[src/rtl/mem_access_unit.sv]
// mem_access_unit: memory-stage load/store unit driving a req/ack data-memory port
module mem_access_unit (
    input  logic        clk,
    input  logic        rst,
    input  logic [31:0] ALUResult,
    input  logic [31:0] writeData,
    input  logic        MemRead,
    input  logic        MemWrite,
    input  logic [1:0]  accessSize,
    input  logic        loadUnsigned,
    input  logic [4:0]  writeRegister,
    input  logic        MemtoReg,
    input  logic        RegWriteEn,
    output logic        dmem_req,
    output logic        dmem_we,
    output logic [29:0] dmem_addr,
    output logic [31:0] dmem_wdata,
    output logic [3:0]  dmem_be,
    input  logic [31:0] dmem_rdata,
    input  logic        dmem_ack,
    output logic        memStall,
    output logic [31:0] memoryReadData,
    output logic [4:0]  writeRegister_out,
    output logic        MemtoReg_out,
    output logic        RegWriteEn_out,
    output logic        misalignErr
);
    typedef enum logic [1:0] {IDLE, REQ, DONE} state_t;
    state_t      state_q, state_d;
    logic        req_q, req_d, we_q, we_d, uns_q, uns_d;
    logic [1:0]  size_q, size_d, off_q, off_d;
    logic [29:0] addr_q, addr_d;
    logic [31:0] wdata_q, wdata_d, rdata_q, rdata_d;
    logic [3:0]  be_q, be_d;
    logic        access, misalign, start;
    logic [31:0] st_wdata, ext;
    logic [3:0]  st_be;
    logic [7:0]  lb;
    logic [15:0] lh;

    // decode the incoming access; reserved size 11 behaves as a word
    always_comb begin
        access   = MemRead | MemWrite;
        misalign = access & (accessSize == 2'b01 ? ALUResult[0] : accessSize[1] ? |ALUResult[1:0] : 1'b0);
        start    = state_q == IDLE && access && !misalign;
        st_wdata = accessSize == 2'b00 ? {4{writeData[7:0]}} : accessSize == 2'b01 ? {2{writeData[15:0]}} : writeData;
        st_be    = accessSize == 2'b00 ? 4'b0001 << ALUResult[1:0] : accessSize == 2'b01 ? (ALUResult[1] ? 4'b1100 : 4'b0011) : 4'b1111;
    end

    // pick the addressed lane of the returned word and extend it using the latched access shape
    always_comb begin
        lb  = dmem_rdata[{off_q, 3'b000} +: 8];
        lh  = off_q[1] ? dmem_rdata[31:16] : dmem_rdata[15:0];
        ext = size_q == 2'b00 ? {{24{~uns_q & lb[7]}}, lb} : size_q == 2'b01 ? {{16{~uns_q & lh[15]}}, lh} : dmem_rdata;
    end

    // next state; the access is latched on entry to REQ so EX/MEM is not relied on afterwards
    always_comb begin
        state_d = start ? REQ : state_q == REQ ? (dmem_ack ? DONE : REQ) : IDLE;
        req_d   = start | (state_q == REQ & ~dmem_ack);
        addr_d  = start ? ALUResult[31:2] : addr_q;
        wdata_d = start ? st_wdata : wdata_q;
        be_d    = start ? st_be : be_q;
        we_d    = start ? MemWrite & ~MemRead : we_q;
        size_d  = start ? accessSize : size_q;
        uns_d   = start ? loadUnsigned : uns_q;
        off_d   = start ? ALUResult[1:0] : off_q;
        rdata_d = (state_q == REQ && dmem_ack) ? (we_q ? 32'd0 : ext) : rdata_q;
    end

    // state and latched access registers, cleared by asynchronous active-low reset
    always_ff @(posedge clk or negedge rst) begin
        if (!rst) begin
            state_q <= IDLE;
            req_q   <= 1'b0;
            we_q    <= 1'b0;
            uns_q   <= 1'b0;
            size_q  <= 2'b00;
            off_q   <= 2'b00;
            addr_q  <= '0;
            wdata_q <= '0;
            be_q    <= '0;
            rdata_q <= '0;
        end else begin
            state_q <= state_d;
            req_q   <= req_d;
            we_q    <= we_d;
            uns_q   <= uns_d;
            size_q  <= size_d;
            off_q   <= off_d;
            addr_q  <= addr_d;
            wdata_q <= wdata_d;
            be_q    <= be_d;
            rdata_q <= rdata_d;
        end
    end

    // stage outputs; a misaligned access retires as a bubble without stalling
    always_comb begin
        memStall          = rst & (start | state_q == REQ);
        misalignErr       = rst & (state_q == IDLE) & misalign;
        memoryReadData    = state_q == DONE ? rdata_q : 32'd0;
        writeRegister_out = writeRegister;
        MemtoReg_out      = MemtoReg;
        RegWriteEn_out    = RegWriteEn & ~misalignErr;
        dmem_req          = req_q;
        dmem_we           = we_q;
        dmem_addr         = addr_q;
        dmem_wdata        = wdata_q;
        dmem_be           = be_q;
    end
endmodule

[config.mk]
export PLATFORM = sky130hd
export DESIGN_NAME = mem_access_unit
export DESIGN_NICKNAME = d
export VERILOG_FILES = /design/src/rtl/mem_access_unit.sv
export SDC_FILE = /design/constraint.sdc
export NUM_CORES = 1
export LEC_CHECK = 0
export ABC_AREA = 0
export ABC_CLOCK_PERIOD_IN_PS = 1800
export BUFFER_PORTS_ARGS = -buffer_cell sky130_fd_sc_hd__clkbuf_2
export CORE_MARGIN = 2
export CORE_UTILIZATION = 49
export DETAILED_ROUTE_END_ITERATION = 7
export GPL_TIMING_DRIVEN = 0
export PLACE_DENSITY = 0.8
export SYNTH_ARGS = -nofsm -noshare
export SYNTH_HDL_FRONTEND = slang
export SYNTH_SLANG_ARGS = --single-unit
[constraint.sdc]
create_clock -name clk -period 1.8 [get_ports clk]
set_clock_uncertainty 0.1 [all_clocks]
set_input_delay 0.27 -clock clk [delete_from_list [all_inputs] [get_ports clk]]
set_output_delay 0.27 -clock clk [all_outputs]
set_load 0.05 [all_outputs]
[After elaboration in Yosys (flattened, before gate mapping)]
Cells that the tools add are included.
Operators by class
  eq/ne operators: 4
  shift-type cells: 2
  multiplexer cells: 15
  bitwise operators: 16
  reduce and logical (&&, ||, !) cells: 8
Operators with widths (count)
  two-way mux 32 bit: 6
  variable part select 32 x 6 -> 8 bit: 1
  two-way mux 16 bit: 1
  two-way mux 4 bit: 3
  bitwise AND 1 bit: 9
  == test 2 x 1 -> 1 bit, second input constant: 3
  zero test 2 bit: 3
  two-way mux 2 bit: 3
  inverter 1 bit: 4
  left shift 1 x 2 -> 4 bit, first input constant: 1
  logical AND 1 bit: 3
  OR 1 bit: 3
  == test 2 bit, second input constant: 1
  two-way mux 1 bit: 2
  OR reduction 2 bit: 1
  zero test 1 bit: 1
Word-level totals
  register bits after elaboration: 107
  output and inout bits: 109
  logic and storage cells: 55

[Logic depth before layout (Yosys ltp)]
Gate-level depths: netlist of run 1.
  word-level depth: 8
  mapped depth: 7
  depth with buffers taken out: 4

[Least setup slack after synthesis of run 1]
Ideal clock, no wire load.
  path type: reg-to-output
  from: register state_q[0]
  to: output port memStall
  arrival time: 2.377 ns
  required time: 1.430 ns
  path slack: -0.947 ns
  stages on the path, launching flop included: 5
  path buffers: 1
  cell sequence: dfrtp_1 > nor2_1 > nand4b_2 > clkbuf_1 > a21boi_0
On the way
  word-level cells in the longest chain between the ends: 5
  elaborated cells on any way between the ends: 6
  classes of those cells: eq/ne: 1; bitwise: 2; reduce/logical: 3
RTL lines
  start, declared: RTL line 29  | state_t state_q, state_d;
  start signal, assigned: RTL line 85  | state_q <= state_d;
  zero test 2 bit: RTL line 45  | start = state_q == IDLE && access && !misalign;
  logical AND 1 bit (2 in series): RTL line 45
  OR 1 bit (*): RTL line 100  | memStall = rst & (start | state_q == REQ);
  bitwise AND 1 bit (*): RTL line 100
  end, declared: RTL line 21  | output logic memStall,
Every way passes the cells marked *; elsewhere a longest branch is shown, timed or not.

[Final worst setup path of run 1]
  from: register state_q[0]
  to: output port memoryReadData[0]
On the way
  word-level cells in the longest chain between the ends: 2
RTL lines
  == test 2 bit: RTL line 102  | memoryReadData = state_q == DONE ? rdata_q : 32'd0;
  two-way mux 32 bit: RTL line 102
  end, declared: RTL line 22  | output logic [31:0] memoryReadData,
No other way between the ends.

==> out/summary.txt, run 1 <==
Status: finished with violations
Failing checks: hold timing, setup timing
Synth Warn #: 0
Setup crit end kind: output pin
DR DRC count: 0
Via density: 5.40
Fin. Hold Viols: 106
Most frequent cell after synthesis: nand2_1
Port bufs: 211
Die Y: 108 µm
Main synth FF type: dfrtp_1
Total power: 12.1 mW
CP top delay family: flip-flops
Initial Utilization: 0.497
Leading area contributor after synthesis: dfrtp_1
Die X-Extent: 108 µm
Crit path max fanout: 5
Clock Latency Late Sink: 0.38 ns
Final setup TNS: -4.53 ns
Initial antenna violation count: 0
Worst hold margin: -0.271 ns
Diodes inserted: 0
Async S/R FF share, synth: 1.00
Clock Tree Root: clkbuf_8
Fmax achieved: 500 MHz
Area Growth Syn to Fin: 48.8%
RD Place Congestion: 0.932
EDFF count, synth: 0
Final nets: 955
Final core utilization: 0.740
Seq/Total Area, Yosys: 0.498
Worst setup margin: -0.199 ns
Cells after synthesis: 578
Main area contributors after synthesis: dfrtp_1 (50%), nand2_1 (12%), mux2i_1 (4.9%), o21ai_0 (4.0%), and2_1 (3.8%)
Congestion Overflow GR: 0
CP Launch Type: flip-flop
Max-Cap Viols: 0
Crit Path Class: reg -> out
P_leak: 4.08 nW
Critical-path cell list: nor2b_4 -> buf_12 -> clkbuf_16 -> and2_1 -> buf_8
Hold Path Class: in -> async
Routed WL: 17200 µm
Minimum clock period after layout: 2.00 ns
WL/cell: 17.4 µm
Placed insts: 929
IO Pins: 220
Synth top cells by count: nand2_1 (177), dfrtp_1 (106), o21ai_0 (42)
Crit path buf inv count: 3
Max_slew headroom: 0.630
Unique masters post-synth: 38
GRT Resource Usage Total: 0.293
H-tree Lvls: 3
Num CTS Buffers: 9
Worst EP arrival: 1.63 ns
Layout Cells excl Fill: 989
Iteration-0 DRC Markers: 383
Layout cell share with drive strength beyond 1: 0.399
Clock Path Buffers: 2
Slowest CP cell: dfrtp_2
Full die area: 11700 µm²
Post-Syn Nets: 689
Slew Limit Fails: 0
Worst vdd ir: 1410 µV
Yosys top cell area share: 0.498
Worst slew pin tran: 0.556 ns
Pwr/cell area: 1530 nW/µm²
Final period utilization: 1.11
Cts hold-fix bufs: 30
Via count: 5336
Area of the mapped netlist: 5320 µm²
CTS tree: yes
# rows: 38
Worst path max stage delay: 0.48 ns
Syn avg cell area: 9.21 µm²
First-pass GRT wire length: 26600 µm
Vias in the first global route: 5299
Core area: 10700 µm²
Largest net degree at the start of global routing: 109
Setup violators final: 35
Clock sinks: 106
DRT antenna net count: 0
RSZ-0062 raised after global routing: yes
Required time of the critical path: 1.43 ns
Worst-path clk slew: 0.11 ns
HPWL Detailed: 12000 µm
Pre-CTS WS: -0.246 ns
TritonRoute pass-1 iters: 5
Number of synthesized register bits: 106
## final timing paths
kind	depth (start not counted)	to	slack (ns)	from
worst max-delay path	5	memoryReadData[0]	-0.20	state_q[0]
worst min-delay path	1	rdata_q[17]	-0.27	rst
worst max register to register	7	rdata_q[23]	0.04	state_q[1]
worst min register to register	2	dmem_addr[26]	0.39	dmem_addr[26]
max in group asynchronous	1	state_q[1]	1.40	rst
min in group clk	3	dmem_addr[11]	0.01	ALUResult[13]
## placed cells by master (no fill, tap or decap), drive strengths merged, types with 3 or more instances in the layout
cell / count
mux2i: 26
inv: 16
a31oi: 3
o21ai: 56
and2: 32
bufinv: 3
buf: 75
o22ai: 15
a221o: 7
mux4: 7
nor3: 8
dlygate4sd3: 30
clkbuf: 206
a22o: 8
a21oi: 18
nor2b: 27
nand2: 177
dfrtp: 106
nor2: 15
## through the flow
step                cell area, µm²  hold slack [ns]
floorplan                     5350           -0.126
global placement              6580            0.354
detailed placement            6590            0.348
global route                  7920           -0.212
finish                        7920           -0.271
CTS                           7700           -0.223
## flip-flops by register name (all words and copies together), names as in the netlist, 2 cells and up
| register | count |
|---|---|
| dmem_wdata | 32 |
| dmem_be | 4 |
| state_q | 2 |
| rdata_q | 32 |
| off_q | 2 |
| dmem_addr | 30 |
| size_q | 2 |
## report_power, final
group	switching [mW]	leakage, nW	internal [mW]
Sequential	0.632	1.33	3.35
Clock	0.909	0.128	0.954
Combinational	4.31	2.62	1.93
Total	5.85	4.08	6.24
## what timing repair did
action | CTS | global route
resized for setup | 101 | 82
setup endpoints to repair | 45 | 91
pin swaps | 3 | 22
hold endpoints to repair | 136 | 106
setup buffers | 9 | 5
gates cloned | 1 | 1
## routing by layer
metal	track usage	wire length [µm]
met5	0	0
met3	0.0675	1450
met2	0.515	8790
met1	0.359	6530
met4	0.0916	461
## logic make-up (layout without fill, tap and decap cells)
| group | Yosys count | count (layout) | synth area share |
|---|---|---|---|
| simple gates | 267 | 267 | 0.227 |
| compound gates | 113 | 113 | 0.136 |
| flops | 106 | 106 | 0.498 |
| buf+inv | 59 | 330 | 0.0600 |
| mux | 33 | 33 | 0.0785 |
## layout make-up
| class | instances | area, µm² |
|---|---|---|
| fill | 730 | 2780 |
| sequential | 106 | 2660 |
| tap | 140 | 175 |
| clock inverter | 7 | 130 |
| multi-input combinational | 413 | 2520 |
| clock buffer | 9 | 124 |
| buffer | 45 | 322 |
| inverter | 12 | 45.0 |
| timing repair buffer | 257 | 1950 |
Power figures use the tool's default switching activity.
==> inputs of run 2 (changes only) <==
ABC_AREA = 1   (was 0)
CORE_ASPECT_RATIO = 2   (was default)
PLACE_DENSITY = 0.86   (was 0.8)
==> out/summary.txt, run 2 <==
GRT Resource Usage Total: 0.314 (+0.0206)
Diodes inserted: 0 (unchanged)
HPWL Detailed: 14000 µm (+16%)
TritonRoute pass-1 iters: 5 (unchanged)
Num CTS Buffers: 9 (unchanged)
Clock Latency Late Sink: 0.35 ns (-0.03 ns)
Setup crit end kind: output pin
Initial antenna violation count: 0 (unchanged)
Main synth FF type: dfrtp_1
Initial Utilization: 0.496 (-0.00172)
Pwr/cell area: 1840 nW/µm² (+21%)
Congestion Overflow GR: 0 (unchanged)
RD Place Congestion: 0.949 (+1.8%)
Synth top cells by count: nand2_1 (369), dfrtp_1 (106), nand3_1 (77)
Worst setup margin: -0.131 ns (+0.0685 ns)
Async S/R FF share, synth: 1.00 (unchanged)
Finished Cell Area: 8060 µm² (+1.7%)
Iteration-0 DRC Markers: 441 (+15%)
Post-Syn Nets: 902 (+31%)
Largest net degree at the start of global routing: 55 (-50%)
WL/cell: 16.5 µm (-5.1%)
Die X-Extent: 79.3 µm (-27%)
Placed cell area: 6840 µm² (+3.8%)
H-tree Lvls: 3 (unchanged)
Failing checks: hold timing, setup timing
Synth Warn #: 0 (unchanged)
CTS tree: yes
IO Pins: 220 (unchanged)
# rows: 55 (+45%)
Worst-path clk slew: 0.08 ns (-0.03 ns)
Worst vdd ir: 1170 µV (-17%)
Fmax achieved: 518 MHz (+3.5%)
Worst slew pin tran: 0.492 ns (-0.0641 ns)
Most common cell after layout, fill and taps aside: nand2_1
Leading area contributor after synthesis: dfrtp_1
Status: finished with violations
Area Growth Syn to Fin: 44.9%
Max-Cap Viols: 0 (unchanged)
Required time of the critical path: 1.43 ns (about the same)
DR DRC count: 0 (unchanged)
Syn avg cell area: 7.03 µm² (-24%)
Cells after synthesis: 791 (+37%)
Layout cell share with drive strength beyond 1: 0.323 (-0.0759)
Slew Limit Fails: 0 (unchanged)
First-pass GRT wire length: 29400 µm (+11%)
Minimum clock period after layout: 1.93 ns (-0.0685 ns)
Clock sinks: 106 (unchanged)
Final nets: 1148 (+20%)
Core area: 11200 µm² (+4.9%)
Clock Path Buffers: 2 (unchanged)
P_leak: 4.49 nW (+10%)
Routed WL: 19600 µm (+14%)
DRT antenna net count: 0 (unchanged)
Most frequent cells in the layout: nand2_1 (367), clkbuf_2 (177), dfrtp_1 (105), nand3_1 (77), inv_1 (53)
Port bufs: 213 (+0.95%)
RSZ-0062 raised after global routing: yes
Via density: 5.20 (-3.6%)
Seq/Total Area, Yosys: 0.477 (-0.0214)
Hold Path Class: in -> async
Vias in the first global route: 5920 (+12%)
Clock Tree Root: clkbuf_16
Crit Path Class: reg -> out
EDFF count, synth: 0 (unchanged)
Fin. Hold Viols: 106 (unchanged)
Cts hold-fix bufs: 5 (-83%)
Via count: 6159 (+15%)
Yosys top cell area share: 0.477 (-0.0214)
Setup violators final: 31 (-11%)
Total power: 14.8 mW (+23%)
Area of the mapped netlist: 5560 µm² (+4.5%)
CP Launch Type: flip-flop
Unique masters post-synth: 23 (-39%)
Main area contributors after synthesis: dfrtp_1 (48%), nand2_1 (25%), nand3_1 (6.9%), nor2_1 (4.7%), inv_1 (3.6%)
Crit path max fanout: 8 (+3)
Number of synthesized register bits: 106 (unchanged)
Full die area: 12300 µm² (+4.8%)
Final setup TNS: -2.46 ns (+2.07 ns)
Most frequent cell after synthesis: nand2_1
Max_slew headroom: 0.672 (+0.0428)
Worst hold margin: -0.298 ns (-0.0274 ns)
Worst EP arrival: 1.56 ns (-0.07 ns)
Final period utilization: 1.07 (-0.0381)
Die Y: 155 µm (+43%)
## run 2: changes by cell type after synthesis, moves of 7 or more
| cell | previous run | this run |
|---|---|---|
| a21oi_1 | 17 | 10 |
| a221o_1 | 7 | 0 |
| a22o_1 | 8 | 0 |
| and2_1 | 32 | 1 |
| inv_1 | 12 | 54 |
| mux2i_1 | 26 | 0 |
| mux4_2 | 7 | 0 |
| nand2_1 | 177 | 369 |
| nand3_1 | 1 | 77 |
| nor2_1 | 14 | 70 |
| nor2b_1 | 27 | 0 |
| o21ai_0 | 42 | 31 |
| o21ai_2 | 10 | 0 |
| o22ai_1 | 15 | 0 |
## run 2: timing repair
item                                    4_1_cts  5_1_grt
gates resized for setup                     116       76
endpoints found under the setup margin       33       85
gates cloned                                  2        2
hold endpoints to repair                    111      106
buffers inserted                              8        7
pin swaps                                     3        3
## run 2: power by group
group	internal [mW]	total, mW	switching, mW
Sequential	3.46	4.12	0.657
Combinational	2.28	8.48	6.20
Clock	1.26	2.24	0.979
## run 2: kinds of logic after synthesis
family | after synthesis | synth area share
simple gates | 532 | 0.390
compound gates | 46 | 0.0421
flops | 106 | 0.477
buf+inv | 107 | 0.0907
## run 2: cell type report
type                       instances  area (µm²)
fill                             894        3160
multi-input combinational        578        2680
sequential                       106        2650
timing repair buffer             236        1630
buffer                            46         347
inverter                          60         228
clock buffer                       9         225
tap                              142         178
clock inverter                     7         116
## run 2: worst max-delay path: stages, from the launching register on
cell       delay [ns]
dfrtp_2          0.42
inv_2            0.08
buf_6            0.12
nand2_8          0.11
clkbuf_16        0.20
nor2_4           0.12
buf_8            0.16
## run 2: per-stage QoR
stage / setup WS [ns] / utilization / hold slack [ns] / std cells
global route: -0.154 / 0.718 / -0.288 / 1184
floorplan: -0.143 / - / -0.126 / 791
global placement: -2.03 / 0.609 / 0.362 / 1146
CTS: -0.122 / 0.693 / -0.287 / 1176
finish: -0.131 / 0.718 / -0.298 / 1184
detailed placement: -0.407 / 0.610 / 0.348 / 1146
## run 2: routing by layer
| metal | track usage | part of all wire | vias to the layer above |
|---|---|---|---|
| met4 | 0.227 | 0.073 | 0 |
| li1 | - | - | 2923 |
| met2 | 0.548 | 0.53 | 354 |
| met5 | 0 | 0 | - |
| met1 | 0.331 | 0.33 | 2793 |
| met3 | 0.0537 | 0.069 | 89 |
## run 2: path summary, 6_finish.rpt
kind	startpoint	to	slack (ns)	cells after the start
min reg2reg	dmem_be[0]	dmem_be[0]	0.38	2
max in group asynchronous	rst	rdata_q[31]	1.53	1
min	rst	rdata_q[27]	-0.30	1
min in group clk	ALUResult[3]	dmem_addr[1]	0.01	3
max reg2reg	state_q[1]	rdata_q[28]	0.02	8
max	state_q[0]	memoryReadData[29]	-0.13	6
